### src/rtl/multicore_dm_arbiter.sv
// Round-robin sharing of one synchronous single-port data memory between cores,
// plus a start/finish sequencer that launches all cores and reports completion.
module multicore_dm_arbiter #(
  parameter int core_count = 4,
  parameter int reg_width  = 12
) (
  input  logic                            clk,
  input  logic                            reset,
  input  logic [core_count-1:0]           req,
  input  logic [core_count-1:0]           wr,
  input  logic [core_count*reg_width-1:0] addr,
  input  logic [core_count*reg_width-1:0] wdata,
  output logic [core_count-1:0]           ack,
  output logic [reg_width-1:0]            rdata,
  output logic [reg_width-1:0]            mem_addr,
  output logic [reg_width-1:0]            mem_wdata,
  output logic                            mem_we,
  input  logic [reg_width-1:0]            mem_rdata,
  input  logic                            run,
  input  logic [core_count-1:0]           endop,
  output logic [core_count-1:0]           core_start,
  output logic                            all_done
);

  localparam int IW = (core_count > 1) ? $clog2(core_count) : 1;

  typedef enum logic [1:0] {ARB, ACCESS, RESP} arb_state_t;
  typedef enum logic {IDLE, RUNNING} seq_state_t;
  typedef struct packed {
    logic [IW-1:0] idx;
    logic          wr;
  } grant_t;

  logic [core_count-1:0][reg_width-1:0] addr_v, wdata_v;
  assign addr_v  = addr;
  assign wdata_v = wdata;

  arb_state_t              arb_state;
  logic [IW-1:0]           ptr;
  grant_t                  cur;
  logic [core_count-1:0]   elig;
  logic                    grant_valid;
  logic [IW-1:0]           grant_idx;

  // The core being acked this cycle is masked so its held req is not regranted.
  assign elig = req & ~ack;

  always_comb begin
    int j;
    grant_valid = 1'b0;
    grant_idx   = '0;
    j           = 0;
    for (int k = 1; k <= core_count; k++) begin
      j = int'(ptr) + k;
      if (j >= core_count) j = j - core_count;
      if (!grant_valid && elig[j]) begin
        grant_valid = 1'b1;
        grant_idx   = IW'(j);
      end
    end
  end

  always_ff @(posedge clk) begin
    if (reset) begin
      arb_state <= ARB;
      ptr       <= IW'(core_count - 1);
      cur       <= '0;
      ack       <= '0;
      rdata     <= '0;
      mem_addr  <= '0;
      mem_wdata <= '0;
      mem_we    <= 1'b0;
    end else begin
      ack <= '0;
      case (arb_state)
        ARB: if (grant_valid) begin
          cur.idx   <= grant_idx;
          cur.wr    <= wr[grant_idx];
          mem_addr  <= addr_v[grant_idx];
          mem_wdata <= wdata_v[grant_idx];
          mem_we    <= wr[grant_idx];
          ptr       <= grant_idx;
          arb_state <= ACCESS;
        end
        ACCESS: begin
          mem_we <= 1'b0;
          if (cur.wr) begin
            ack[cur.idx] <= 1'b1;
            arb_state    <= ARB;
          end else begin
            arb_state <= RESP;
          end
        end
        RESP: begin
          rdata        <= mem_rdata;
          ack[cur.idx] <= 1'b1;
          arb_state    <= ARB;
        end
        default: arb_state <= ARB;
      endcase
    end
  end

  seq_state_t            seq_state;
  logic [core_count-1:0] done_mask;
  logic                  seq_clr;
  logic                  seq_set_en;

  // endop is ignored in the cycle core_start is out, so stale flags from the
  // previous run cannot complete the new one.
  assign seq_clr    = (seq_state == IDLE) && run;
  assign seq_set_en = (seq_state == RUNNING) && (core_start == '0);

  for (genvar i = 0; i < core_count; i++) begin : g_done
    always_ff @(posedge clk) begin
      if (reset || seq_clr)             done_mask[i] <= 1'b0;
      else if (seq_set_en && endop[i])  done_mask[i] <= 1'b1;
    end
  end

  always_ff @(posedge clk) begin
    if (reset) begin
      seq_state  <= IDLE;
      core_start <= '0;
      all_done   <= 1'b0;
    end else begin
      core_start <= '0;
      case (seq_state)
        IDLE: if (run) begin
          core_start <= '1;
          all_done   <= 1'b0;
          seq_state  <= RUNNING;
        end
        RUNNING: if (seq_set_en && (&(done_mask | endop))) begin
          all_done  <= 1'b1;
          seq_state <= IDLE;
        end
        default: seq_state <= IDLE;
      endcase
    end
  end

endmodule
### config.mk
export PLATFORM = sky130hd
export DESIGN_NAME = multicore_dm_arbiter
export DESIGN_NICKNAME = d
export VERILOG_FILES = /design/src/rtl/multicore_dm_arbiter.sv
export SDC_FILE = /design/constraint.sdc
export NUM_CORES = 1
export LEC_CHECK = 0
export BUFFER_PORTS_ARGS = -buffer_cell sky130_fd_sc_hd__buf_4
export CAP_MARGIN = 10
export CORE_UTILIZATION = 30
export DETAILED_ROUTE_END_ITERATION = 12
export PLACE_DENSITY = 0.56
export SYNTH_ARGS = -nofsm -noshare
export SYNTH_HDL_FRONTEND = slang
export SYNTH_SLANG_ARGS = --single-unit
### constraint.sdc
create_clock -name clk -period 5.7 [get_ports clk]
set_input_delay 0.855 -clock clk [delete_from_list [all_inputs] [get_ports clk]]
set_output_delay 0.855 -clock clk [all_outputs]
set_load 0.005 [all_outputs]
Word-level counts from Yosys, hierarchy flattened. Cells that the tools add are included.

Logic and storage cells: 113. Register bits: 58. Output and inout bits: 46.

$lt $le $gt $ge: 11. Eq/ne operators: 5. Bitwise operators: 4. Mux-type cells: 46. $add $sub $neg: 8. Reduce and logical (&&, ||, !) cells: 23.

Operators with widths (count): $lt A32 B4 Y1 const B (4); $mux W32 (4); $bmux W12 S2 (2); $mux W12 (2); $mux W1 (19); $mux W2 (6); $sub A3 B3 Y4 const B (3); $logic_and A1 B1 Y1 (11); $bmux W1 S2 (5); $ge A3 B3 Y1 const B (3); $mux W4 (2); $pmux W4 S2 (1); $add A2 B2 Y3 const B (2); $lt A2 B3 Y1 const B (2); $pmux W1 S2 (3); $reduce_and A2 Y1 (3); $sub A4 B3 Y5 const B (1); $add A2 B3 Y4 const B (1); $and A4 B4 Y4 (1); $ge A4 B3 Y1 const B (1); $logic_not A4 Y1 (1); $ne A2 B2 Y1 const B (2); $not A4 Y4 (1); $or A4 B4 Y4 (1); 14 further kinds (16).

Longest topological paths before layout. Gate-level depths: netlist (run 1).

Depth after elaboration: 20. Gate-level depth with buffers: 7. Mapped depth without buffers: 6.

Worst setup path before layout (run 1). Ideal clock, no wire load.

Kind: input-to-reg. Start: input req[0]. End: register mem_addr[0]. Required time: 5.583 ns. Arrival time: 2.518 ns. Cell stages on the path: 6. Slack: 3.065 ns. Cell sequence: nor2b_1 -> o22ai_1 -> a221oi_4 -> buf_12 -> mux4_2 -> a22o_1.

Word-level cells in the longest chain between the ends: 16. Elaborated cells on any way between the ends: 30. Those cells by class: mux (22); bitwise (1); reduce/logical (7).

RTL lines: start, declared (line 9) `input logic [core_count-1:0] req,`; $and A4 B4 Y4 * (line 46) `assign elig = req & ~ack;`; $bmux W1 S2 (line 56) `if (!grant_valid && elig[j]) begin`; $mux W1 (implied by the code) (2 in a row) (line 56); $mux W1 (line 56); $logic_not A1 Y1 (line 56); $logic_and A1 B1 Y1 (line 56); $mux W1 (line 56); $logic_not A1 Y1 (line 56); $logic_and A1 B1 Y1 (line 56); $mux W1 (line 56); $logic_not A1 Y1 (line 56); $logic_and A1 B1 Y1 (line 56); $mux W2 (line 56); $bmux W12 S2 (line 79) `mem_addr <= addr_v[grant_idx];`; $mux W12 (implied by the code) (line 79); end signal, assigned (line 79); end, declared (line 15) `output logic [reg_width-1:0] mem_addr,`.

Mark *: on every way between the ends. The rest lies on a longest branch, timed or not. The select of a mux whose other input is x is not followed. A chain may end at the register's enable or synchronous reset.

Worst setup path in the final report (run 1).
Start: input req[0]. End: register mem_we.

Word-level cells in the longest chain between the ends: 18. Elaborated cells on any way between the ends: 33. Those cells by class: eq/ne (1); mux (24); bitwise (1); reduce/logical (7).

RTL lines: $and A4 B4 Y4 * (line 46); $bmux W1 S2 (line 56); $mux W1 (implied by the code) (2 in a row) (line 56); $mux W1 (line 56); $logic_not A1 Y1 (line 56); $logic_and A1 B1 Y1 (line 56); $mux W1 (line 56); $logic_not A1 Y1 (line 56); $logic_and A1 B1 Y1 (line 56); $mux W1 (line 56); $logic_not A1 Y1 (line 56); $logic_and A1 B1 Y1 (line 56); $mux W2 (line 56); $bmux W1 S2 (line 81) `mem_we <= wr[grant_idx];`; $mux W1 (implied by the code) (line 81); $mux W1 (line 76) `ARB: if (grant_valid) begin`; $pmux W1 S2 (line 75) `case (arb_state)`; end signal, assigned (line 81); end, declared (line 17) `output logic mem_we,`.

Marks and branches as above.

==> results of run 1 <==
==> kinds of logic after synthesis <==
group	count (synthesis)	synth area share
simple gates	62	0.124
buf+inv	23	0.0512
fa+ha+maj	3	0.0137
flops	55	0.402
mux	37	0.256
compound gates	55	0.153
==> stage by stage <==
stage	total power (W)	std cells	setup slack, ns
after global placement	0.000823	495	2.75
after CTS	0.00106	503	3.04
after floorplan	0.000677	235	3.07
final	0.00104	503	3.06
after global routing	0.00111	503	2.89
after detailed placement	0.000826	495	2.71
==> cells in the final DEF (no fill, tap or decap), types with 2 or more instances in the layout <==
cell / netlist / routed
ha_1: 3 / 3
a21oi_1: 14 / 13
nand2_1: 6 / 6
buf_4: 3 / 171
nor2b_1: 7 / 7
nand2b_1: 10 / 10
o22ai_1: 3 / 3
nor3_1: 5 / 5
nand3b_1: 2 / 2
nor3b_1: 4 / 4
a22o_1: 25 / 25
mux4_1: 5 / 5
o21ai_0: 7 / 7
clkbuf_8: 0 / 7
dfxtp_1: 55 / 55
nor2_1: 20 / 20
mux2i_1: 12 / 12
mux4_2: 20 / 20
and3_1: 2 / 2
inv_1: 4 / 4
==> tightest hold or removal path: stages, from the launching register on <==
cell and delay, ns:
dfxtp_1 0.34, nand2_1 0.06, a21oi_1 0.05
==> power breakdown <==
part	switching, W	internal (W)	leakage, nW	total [W]
clock network	0.000120	0.000111	0.0505	0.000231
logic	0.000130	0.000218	1.37	0.000348
registers	0.0000341	0.000430	0.452	0.000464
total	0.000285	0.000759	1.87	0.00104
==> sequential cells by signal (all words and copies together), names as in the netlist <==
name / count
all_done: 1
cur: 3
core_start: 1
seq_state: 1
mem_wdata: 12
ptr: 2
arb_state: 2
mem_we: 1
ack: 4
done_mask: 4
rdata: 12
mem_addr: 12
==> cell type report <==
class                   count  area (um^2)  share of cell area
clock buffers               7         96.3              0.0232
clock inverters             1         7.51             0.00181
inverters                   4         15.0             0.00362
multi-input cells         157         1510               0.364
flip-flops and latches     55         1100               0.266
well taps                 108          135              0.0326
repair buffers            171         1280               0.310
==> routing by layer <==
| layer | GRT usage | wire length (um) | vias up |
|---|---|---|---|
| met5 | 0 | 0 | - |
| li1 | - | - | 1206 |
| met4 | 0.0328 | 59 | 0 |
| met3 | 0.0496 | 689 | 4 |
| met1 | 0.171 | 2940 | 1169 |
| met2 | 0.271 | 3620 | 114 |
==> how the worst max path moves through the flow <==
stage | from | endpoint | depth (start not counted)
after floorplan | req[0] | mem_addr[0] | 6
after global placement | req[1] | mem_we | 7
after detailed placement | req[1] | mem_we | 7
after CTS | req[0] | mem_we | 7
after global routing | req[0] | mem_we | 7
final | req[0] | mem_we | 7
==> metrics.csv, run 1 <==
stage,metric,value,unit
synth,synth-edff-count,0,
drt,drt_iter0_markers,61,
worst_setup_path,cp_max_fo,25,
timing,finalSetupViolCount,0,
final_layout,antenna_cells,0,
min_path,min_from,arb_state[1],
timing,post-route-period-util,0.463,
clocking,cts_root_buffer,clkbuf_8,
worst_setup_path,crit_family,multiplexers,
floorplanning,io_pins,169,
timing,drv_slew,0,
placement,port_buffers,168,
drt,drc_errors,0,
final_layout,drive_gt1_frac,0.519,
timing,hold_viol_final,0,
drt,dr_total_vias,2493,
min_path,hp-class,flip-flop to flip-flop,
worst_setup_path,startpoint_type,input pin,
clocking,cts_sinks,55,
clocking,cts_buffer_depth,2,
global_routing,first_global_vias,2482,
min_path,min_path_cells,2,
floorplanning,die_x,97.6,um
floorplanning,dieHeight,97.6,um
drt,post_drt_wl_per_cell,14.5,um
final_layout,post-route-util,0.473,
synth,synth_nets,361,
placement,dp_hpwl,5570,um
synth,yosys_warnings,0,
pwr,power.leakage,1.87,nW
synth,synth_area_per_cell,11.7,um^2
placement,placed_area,4040,um^2
worst_setup_path,worstPathArrival,2.84,ns
worst_setup_path,cp.buffers_inverters,2,
clocking,postCtsHoldBufs,0,
worst_setup_path,rr_startpoint,ptr[1],
synth,syn-cell-area,2740,um^2
synth,synthCells,235,
synth,synth_common_cells,"dfxtp_1 (55), a22o_1 (25), mux4_2 (20), nor2_1 (20), a21oi_1 (14)",
synth,synth_top_cells_by_area,"dfxtp_1 (40%), mux4_2 (16%), a22o_1 (8.0%)",
floorplanning,rows,34,
worst_setup_path,crit_required,5.90,ns
worst_setup_path,cpMostUsedCell,buf_4,
worst_setup_path,worstPathCellList,buf_4 > nor2b_1 > nor2_1 > a221oi_4 > buf_4 > mux4_1 > a32o_1,
global_routing,grt_overflow,0,
worst_setup_path,path_class,input pin to flip-flop,
synth,yosysTopAreaCell,dfxtp_1,
worst_setup_path,r2r_cells,6,
final_layout,n_fill_cell,842,
worst_setup_path,slowest_stage,mux4_1,
clocking,clkLatencyLatePin,0.30,ns
synth,async_flop_share,0,
worst_setup_path,r2r-end,mem_we,
floorplanning,start_util,0.313,
clocking,htreeDepth,2,
final_layout,final_cell_area,4150,um^2
timing,tightestPinTransition,0.957,ns
timing,period_minus_slack,2.64,ns
pwr,power.density,252,nW/um^2
synth,synth.most_common_cell,dfxtp_1,
global_routing,antenna_found_initial,0,
drt,drt-total-wl,7310,um
synth,synth.distinct_cells,36,
final_layout,layout.nets,520,
clocking,clk_pin_slew_worst_paths,0.10,ns
timing,fmax,379,MHz
floorplanning,core_area,8760,um^2
worst_setup_path,r2r_slack,3.20,ns
timing,rsz0062_at_grt,false,
final_layout,syn_to_final_growth,51.4,%
timing,timing.setup.tns,0,ns
global_routing,grtUsageTotal,0.150,
clocking,numCtsBuffers,5,
synth,yosysTopAreaCellShare,0.402,
timing,fin_worst_skew,0.00544,ns
synth,synthFlopType,dfxtp_1,
drt,drtPass1Iterations,4,
floorplanning,dieArea,9520,um^2
synth,synth-seq-cells,55,
global_routing,grt_pass1_wl,11800,um
synth,yosysSeqAreaShare,0.402,
min_path,hold_end,arb_state[1],
run,cap_violations,0,
timing,hold_ws,0.484,ns
drt,vias_per_cell,4.96,
pwr,ir_worst_vdd,0.0000915,V
status,outcome,"complete, no violations",
clocking,cts_setup_buffers,0,
timing,slew_headroom,0.362,
worst_setup_path,crit_path_end_kind,flip-flop,
placement,place.gp.congestion,0.737,
global_routing,grt_max_degree,28,
worst_setup_path,cpPeakStageDelay,0.64,ns
clocking,cts_resized,0,
clocking,cts_tree,built,
drt,drtAntennaViolNets,0,
Power figures use the tool's default switching activity.
==> run 2: changes to the inputs <==
==> constraint.sdc (replaced) <==
create_clock -name clk -period 2.5 [get_ports clk]
set_input_delay 0.375 -clock clk [delete_from_list [all_inputs] [get_ports clk]]
set_output_delay 0.375 -clock clk [all_outputs]
set_load 0.005 [all_outputs]
==> metrics.csv, run 2 (synthesis gave the netlist of run 1 again) <==
stage,metric,value,unit,change
drt,drtPass1Iterations,4,,unchanged
drt,drt_iter0_markers,54,,-11%
timing,fin_worst_skew,0.0112,ns,+0.00575 ns
timing,finalSetupViolCount,0,,unchanged
pwr,ir_worst_vdd,0.000237,V,+160%
floorplanning,die_x,97.6,um,unchanged
final_layout,mostFrequentLayoutCells,"buf_4 (174), dfxtp_1 (54), a22o_1 (25), nor2_1 (20), mux4_2 (20)",,
global_routing,first_global_vias,2573,,+3.7%
floorplanning,start_util,0.313,,unchanged
global_routing,grt_overflow,0,,unchanged
timing,tightestPinTransition,0.363,ns,-0.593 ns
global_routing,antenna_found_initial,0,,unchanged
timing,slew_headroom,0.757,,+0.395
floorplanning,rows,34,,unchanged
global_routing,grt_max_degree,28,,unchanged
drt,drt-total-wl,7440,um,+1.8%
timing,hold_viol_final,0,,unchanged
timing,drv_slew,0,,unchanged
floorplanning,io_pins,169,,unchanged
final_layout,multi_input_area,1510,um^2,unchanged
timing,hold_ws,0.304,ns,-0.179 ns
status,outcome,"complete, no violations",,
clocking,clk_pin_slew_worst_paths,0.10,ns,about the same
timing,fmax,444,MHz,
clocking,cts_sinks,55,,unchanged
final_layout,syn_to_final_growth,52.8,%,
timing,post-route-period-util,0.901,,
timing,period_minus_slack,2.25,ns,
pwr,power.leakage,1.89,nW,+1.1%
clocking,numCtsBuffers,5,,unchanged
placement,port_buffers,168,,unchanged
run,cap_violations,0,,unchanged
worst_setup_path,worstPathArrival,2.45,ns,-0.39 ns
final_layout,final_common_cell,buf_4,,
min_path,hp-class,input pin to flip-flop,,
final_layout,layout.nets,524,,+0.77%
drt,drc_errors,0,,unchanged
pwr,power.density,571,nW/um^2,+130%
clocking,cts_buffer_depth,2,,unchanged
clocking,cts_root_buffer,clkbuf_8,,
worst_setup_path,crit_path_end_kind,flip-flop,,
clocking,cts_tree,built,,
final_layout,n_fill_cell,809,,-3.9%
worst_setup_path,crit_required,2.70,ns,-3.20 ns
final_layout,antenna_cells,0,,unchanged
floorplanning,core_area,8760,um^2,unchanged
pwr,total_power,0.00239,W,+130%
placement,place.gp.congestion,0.733,,-0.45%
drt,vias_per_cell,4.93,,-0.47%
clocking,postCtsHoldBufs,0,,unchanged
clocking,htreeDepth,2,,unchanged
floorplanning,dieArea,9520,um^2,unchanged
timing,timing.setup.tns,0,ns,unchanged
drt,drtAntennaViolNets,0,,unchanged
global_routing,grt_pass1_wl,12100,um,+2.9%
timing,rsz0062_at_grt,false,,
final_layout,post-route-util,0.478,,+0.00443
final_layout,final_cell_area,4190,um^2,+0.94%
final_layout,seqCellArea,1100,um^2,+0.11%
drt,post_drt_wl_per_cell,14.7,um,+1.0%
placement,dp_hpwl,5690,um,+2.2%
final_layout,largestRegisters,"mem_addr x12, mem_wdata x12, rdata x12",,
worst_setup_path,startpoint_type,flip-flop,,
global_routing,grtUsageTotal,0.156,,+0.00567
drt,dr_total_vias,2501,,+0.32%
final_layout,drive_gt1_frac,0.526,,+0.00733
placement,placed_area,4090,um^2,+1.1%
floorplanning,dieHeight,97.6,um,unchanged
worst_setup_path,cp_max_fo,25,,unchanged
worst_setup_path,path_class,flip-flop to flip-flop,,
clocking,clkLatencyLatePin,0.30,ns,about the same
## run 2: metrics by stage
stage          cells  setup slack (ns)
5_1_grt          507             0.102
3_3_place_gp     499             0.222
2_1_floorplan    235             0.345
6_report         507             0.247
4_1_cts          507             0.127
3_5_place_dp     499             0.143
## run 2: critical path, cell delays in order (launching register included)
cell      delay, ns
dfxtp_1        0.37
nand2b_1       0.23
o22ai_1        0.15
a221oi_4       0.28
buf_12         0.26
mux4_1         0.61
a32o_1         0.23
## run 2: area by class of cell
type	count	share of cell area
repair buffers	175	0.317
flip-flops and latches	55	0.263
multi-input cells	157	0.360
clock inverters	2	0.00389
well taps	108	0.0323
clock buffers	6	0.0197
inverters	4	0.00359
## run 2: worst paths after layout
kind / from / endpoint / slack (ns) / cells past startpoint
hold / removal: mem_rdata[9] / rdata[9] / 0.30 / 3
setup / recovery: ack[1] / mem_we / 0.25 / 6
hold reg to reg: cur[2] / ack[1] / 0.48 / 1
setup reg to reg: ack[1] / mem_we / 0.25 / 6
## run 2: where the power goes
group          internal (W)  total, W  switching [W]  leakage [nW]
combinational      0.000512  0.000816       0.000304          1.39
clock              0.000227  0.000516       0.000289        0.0474
sequential         0.000982   0.00106      0.0000750         0.451
total               0.00172   0.00239       0.000668          1.89
## run 2: timing repair
action | CTS | global route
setup endpoints to repair | 0 | 1
resized for setup | 0 | 1
buffers inserted | 0 | 0
## run 2: layer usage
| layer | GRT usage | part of all wire | vias to the layer above |
|---|---|---|---|
| met5 | 0 | 0 | - |
| met4 | 0.0419 | 0.0094 | 0 |
| met3 | 0.0424 | 0.080 | 6 |
| met2 | 0.271 | 0.50 | 118 |
| met1 | 0.189 | 0.41 | 1158 |
| li1 | - | - | 1219 |
